`src/rtl/interrupt_ctrl_pkg.sv`:
```
// Shared processor definitions for the interrupt controller: FSM states and redirect vector.
// Latency: n/a (types and constants only).
// Backpressure: n/a.
package interrupt_ctrl_pkg;

    typedef enum logic [1:0] {
        IDLE    = 2'd0,
        FIRE    = 2'd1,
        SERVICE = 2'd2
    } irq_state_t;

    // Fetch-stage redirect target when interrupt is asserted.
    localparam logic [31:0] IRQ_VECTOR = 32'h0000_0004;

endpackage

```
`src/rtl/irq_prio_enc.sv`:
```
// Fixed-priority encoder: lowest set index of req wins.
// Latency: combinational.
// Backpressure: none; result follows req in the same cycle.
module irq_prio_enc #(
    parameter int NUM_SRC = 4
) (
    input  logic [NUM_SRC-1:0]         req,
    output logic                       vld,
    output logic [$clog2(NUM_SRC)-1:0] idx
);

    localparam int ID_W = $clog2(NUM_SRC);

    // Scan from the top down so the lowest requesting index is the last one written.
    always_comb begin
        vld = |req;
        idx = '0;
        for (int i = NUM_SRC - 1; i >= 0; i--) begin
            if (req[i]) begin
                idx = ID_W'(i);
            end
        end
    end

endmodule

```
`src/rtl/interrupt_ctrl.sv`:
```
// Edge-triggered, non-nesting interrupt controller driving a fetch-stage redirect.
// Latency: source edge -> pending +1 cycle -> interrupt +2 cycles (no stall).
// Backpressure: stall holds interrupt high until accepted; optional watchdog (IRQ_TIMEOUT_EN) bounds SERVICE.
module interrupt_ctrl
    import interrupt_ctrl_pkg::*;
#(
    parameter int NUM_SRC        = 4,
    parameter int TIMEOUT_CYCLES = 1024
) (
    input  logic                       clk,
    input  logic                       rst_n,
    input  logic [NUM_SRC-1:0]         irq_src,
    input  logic [NUM_SRC-1:0]         irq_mask,
    input  logic                       stall,
    input  logic                       rti,
    input  logic                       rsi,
    output logic                       interrupt,
    output logic [$clog2(NUM_SRC)-1:0] irq_id,
    output logic                       in_service,
    output logic [NUM_SRC-1:0]         pending,
    output logic                       timeout_err
);

    localparam int ID_W = $clog2(NUM_SRC);

    irq_state_t         state;
    logic [NUM_SRC-1:0] prev_src;
    logic [NUM_SRC-1:0] src_edge;
    logic [NUM_SRC-1:0] eligible;
    logic [NUM_SRC-1:0] clr_mask;
    logic               sel_vld;
    logic [ID_W-1:0]    sel_idx;
    logic               done;
    logic               timeout_hit;

    // rti and rsi both end the handler; the saved-PC difference lives in the fetch stage.
    assign done     = rti | rsi;
    assign src_edge = irq_src & ~prev_src;
    assign eligible = pending & irq_mask;

    irq_prio_enc #(
        .NUM_SRC (NUM_SRC)
    ) u_prio (
        .req (eligible),
        .vld (sel_vld),
        .idx (sel_idx)
    );

    // Only the source being dispatched out of IDLE has its pending bit consumed.
    always_comb begin
        clr_mask = '0;
        if (state == IDLE && sel_vld) begin
            clr_mask[sel_idx] = 1'b1;
        end
    end

    // Edge capture: a fresh edge wins over a same-cycle clear so it is never lost.
    always_ff @(posedge clk) begin
        if (!rst_n) begin
            prev_src <= '0;
            pending  <= '0;
        end else begin
            prev_src <= irq_src;
            pending  <= (pending & ~clr_mask) | src_edge;
        end
    end

    // Dispatch FSM with registered interrupt / in_service; irq_id only moves on FIRE entry.
    always_ff @(posedge clk) begin
        if (!rst_n) begin
            state      <= IDLE;
            interrupt  <= 1'b0;
            in_service <= 1'b0;
            irq_id     <= '0;
        end else begin
            case (state)
                IDLE: begin
                    if (sel_vld) begin
                        state     <= FIRE;
                        irq_id    <= sel_idx;
                        interrupt <= 1'b1;
                    end
                end
                FIRE: begin
                    if (!stall) begin
                        state      <= SERVICE;
                        interrupt  <= 1'b0;
                        in_service <= 1'b1;
                    end
                end
                SERVICE: begin
                    if (done || timeout_hit) begin
                        state      <= IDLE;
                        in_service <= 1'b0;
                    end
                end
                default: begin
                    state      <= IDLE;
                    interrupt  <= 1'b0;
                    in_service <= 1'b0;
                end
            endcase
        end
    end

`ifdef IRQ_TIMEOUT_EN
    localparam int WD_W = $clog2(TIMEOUT_CYCLES + 1);

    logic [WD_W-1:0] watchdog;

    assign timeout_hit = (state == SERVICE) && !done &&
                         (watchdog == WD_W'(TIMEOUT_CYCLES - 1));

    // Count consecutive SERVICE cycles; cleared whenever the handler is not running.
    always_ff @(posedge clk) begin
        if (!rst_n) begin
            watchdog <= '0;
        end else if (state == SERVICE && !done && !timeout_hit) begin
            watchdog <= watchdog + 1'b1;
        end else begin
            watchdog <= '0;
        end
    end

    // Sticky error: only reset clears it.
    always_ff @(posedge clk) begin
        if (!rst_n) begin
            timeout_err <= 1'b0;
        end else if (timeout_hit) begin
            timeout_err <= 1'b1;
        end
    end
`else
    assign timeout_hit = 1'b0;
    assign timeout_err = 1'b0;
`endif

    // Configuration constants not consumed by logic in every build.
    logic unused_cfg;
    assign unused_cfg = (TIMEOUT_CYCLES != 0) ^ IRQ_VECTOR[2];

endmodule

```
`config.mk`:
```
export PLATFORM = sky130hd
export DESIGN_NAME = interrupt_ctrl
export DESIGN_NICKNAME = d
export VERILOG_FILES = /design/src/rtl/interrupt_ctrl_pkg.sv /design/src/rtl/irq_prio_enc.sv /design/src/rtl/interrupt_ctrl.sv
export SDC_FILE = /design/constraint.sdc
export NUM_CORES = 1
export LEC_CHECK = 0
export ABC_AREA = 1
export CAP_MARGIN = 10
export CORE_MARGIN = 2
export CORE_UTILIZATION = 46
export CTS_CLUSTER_DIAMETER = 60
export DETAILED_ROUTE_END_ITERATION = 10
export GPL_ROUTABILITY_DRIVEN = 0
export PLACE_DENSITY = 0.82
export SYNTH_ARGS = -nofsm -noshare
export SYNTH_HDL_FRONTEND = slang
export SYNTH_HIERARCHICAL = 1
export SYNTH_SLANG_ARGS = --single-unit
```
`constraint.sdc`:
```
create_clock -name clk -period 4.1 [get_ports clk]
set_clock_uncertainty 0.2 [all_clocks]
set_input_delay 1.025 -clock clk [delete_from_list [all_inputs] [get_ports clk]]
set_output_delay 1.025 -clock clk [all_outputs]
set_load 0.05 [all_outputs]
```
==> flow_summary_export.csv <==
group,metric,value,unit
detailed_routing,viasPerCell,4.96,
critical_path,rr_endpoint,"pending[3]",
finish,nets,126,
sta,setup_slack,1370,ps
critical_path,critPathMaxFanout,3,
clocking,clk_latency,290,ps
sta,max_freq,366,MHz
placement,post-dp-hpwl,998,um
finish,drive_gt1_frac,0.134,
placement,dp.cells,123,
critical_path,r2r_start,"pending[0]",
clocking,cts-buffers-inserted,3,
finish,seqCellArea,280,sq um
finish,multi_input_area,272,sq um
critical_path,worst-path-buf-inv,1,
clocking,htree_levels,1,
sta,setup_viol,0,
global_routing,grt_pass1_wl,2220,um
critical_path,reg2reg_depth,9,
global_routing,gr-total-overflow,0,
critical_path,rrSetupSlack,2590,ps
sta,final.setup.tns,0,ps
finish,syn2layout_area_growth,37.5,%
detailed_routing,ant_nets,0,
logic_synthesis,ys_types,18,
critical_path,crit_family,"buffers and inverters",
clocking,cts_tree,"yes",
worst_hold_path,holdPathEnd,"interrupt",
critical_path,crit_start,"pending[3]",
outcome,status,"complete, no violations",
floorplanning,num_io_pins,22,
clocking,root_buffer,"clkbuf_4",
critical_path,startpoint_type,"register",
logic_synthesis,avgSynthCellArea,7.20,sq um
critical_path,cp_slowest_cell,"clkdlybuf4s50_1",
critical_path,slowest_delay,830,ps
worst_hold_path,hold_depth,2,
logic_synthesis,synth-seq-area-share,0.432,
critical_path,worstPathRequired,2870,ps
critical_path,cp.depth,1,
sta,rsz0062_at_grt,"false",
finish,instances_no_fill,127,
floorplanning,die_w,41.5,um
sta,max-slew-margin-rel,0.659,
global_routing,grt_usage,0.169,
power,peakVddDrop,0.266,mV
floorplanning,core_area,1300,sq um
floorplanning,die-height,41.5,um
logic_synthesis,synth_edf_count,0,
logic_synthesis,syn_area,648,sq um
sta,period_share,0.666,
logic_synthesis,synth_fp_nets,103,
global_routing,antenna_found_initial,0,
worst_hold_path,hp-start,"interrupt",
placement,io_buffers,20,
detailed_routing,drc,0,
clocking,cts_hold_buf,0,
clocking,clkTransAtPathRegs,100,ps
power,p_leak,0.436,nW
finish,layout_common_cells,"nand2_1 (23), clkdlybuf4s50_1 (20), inv_1 (14), dfxtp_1 (14), nand3_1 (11)",
sta,drv_slew,0,
logic_synthesis,syn_inst,90,
global_routing,grt_max_degree,10,
clocking,cts_sinks,14,
sta,tightest_slew,510,ps
finish,num_antenna_cells,0,
clocking,cts.path.max_buffers,2,
clocking,cts_setup_buffers,0,
critical_path,cp-end-kind,"output port",
detailed_routing,wire_per_inst,10.8,um
finish,layout_commonest_cell,"nand2_1",
critical_path,crit_type,"reg2out",
logic_synthesis,synthArstFlopShare,0,
critical_path,worstPathArrival,1510,ps
global_routing,grt_pass1_vias,569,
power,p_per_area,435,nW/um^2
critical_path,path_cells,"clkdlybuf4s50_1",
floorplanning,dieArea,1730,sq um
clocking,cts_resized,0,
detailed_routing,drt_iter0_markers,16,
finish,fillers,124,
floorplanning,num_rows,13,
detailed_routing,totalWireLength,1370,um
logic_synthesis,synthFlopType,"dfxtp_1",
flow_run,maxCapViolations,0,
detailed_routing,vias,630,
sta,fin_hold_ws,268,ps
detailed_routing,firstDrtPassIters,4,
logic_synthesis,yosys_warnings,6,
placement,place_ws,1520,ps
floorplanning,start_util,0.498,
sta,layout_min_cycle_time,2730,ps
sta,hold_violations,0,
logic_synthesis,ys_ff_latch,14,
worst_hold_path,holdCritPathClass,"reg2reg",
-- Yosys cell counts (2+ instances only) --
master | number | area (sq um)
inv_2 | 6 | 22.5
or2_0 | 4 | 25.0
nand2_1 | 23 | 86.3
nand3_1 | 11 | 55.1
a21oi_1 | 6 | 30.0
inv_1 | 14 | 52.6
a21oi_2 | 2 | 17.5
dfxtp_1 | 14 | 280
-- metal layers --
| metal | GRT usage | share of wire | routed length, um | vias up |
|---|---|---|---|---|
| li1 | - | - | - | 316 |
| met1 | 0.167 | 0.41 | 557 | 267 |
| met2 | 0.313 | 0.49 | 667 | 36 |
| met3 | 0.0304 | 0.063 | 86 | 11 |
| met4 | 0.116 | 0.042 | 57 | 0 |
| met5 | 0 | 0 | 0 | - |
-- worst max-delay path by stage --
stage / slack (ps) / end
final: 1370 / pending[3]
after global routing: 1340 / pending[3]
after CTS: 1370 / pending[3]
after detailed placement: 1520 / pending[2]
after global placement: 1560 / pending[2]
after floorplan: 2070 / pending[3]
-- sequential cells by signal, indices dropped and copies added (netlist names) --
signal and cells:
in_service 1, interrupt 1, irq_id 2, pending 4, prev_src 4, state 2
-- power breakdown --
part / switching, mW / total (mW) / internal, mW
clock network: 0.0492 / 0.103 / 0.0541
registers: 0.00946 / 0.159 / 0.150
logic: 0.0783 / 0.125 / 0.0467
total: 0.137 / 0.387 / 0.251
-- cells by family (layout without fill, tap and decap cells) --
| kind of cell | count (synthesis) | after routing | share of synthesized area |
|---|---|---|---|
| buffers and inverters | 23 | 45 | 0.149 |
| other | 1 | 1 | 0.00579 |
| and+or+nand+nor | 42 | 42 | 0.320 |
| AOI/OAI and AO/OA | 10 | 10 | 0.0927 |
| DFF | 14 | 14 | 0.432 |
-- worst register-to-register path: cells and delay by family (launching register included) --
kind / cells / cell delay [ps]
flip-flops: 1 / 370
AND/OR/NAND/NOR: 6 / 600
buffers and inverters: 3 / 230
-- stage by stage --
stage	total power, mW	util	instance area, sq um
after floorplan	0.249	-	648
after global placement	0.283	0.657	855
after detailed placement	0.286	0.657	855
after CTS	0.387	0.685	891
after global routing	0.401	0.685	891
final	0.387	0.685	891
-- area by class of cell --
| class | instances | share of cell area |
|---|---|---|
| sequential | 14 | 0.315 |
| multi-input combinational | 53 | 0.305 |
| timing repair buffer | 20 | 0.225 |
| inverter | 21 | 0.0941 |
| clock buffer | 4 | 0.0407 |
| tap | 15 | 0.0211 |
Note: power is estimated with default switching activity, not from simulation.
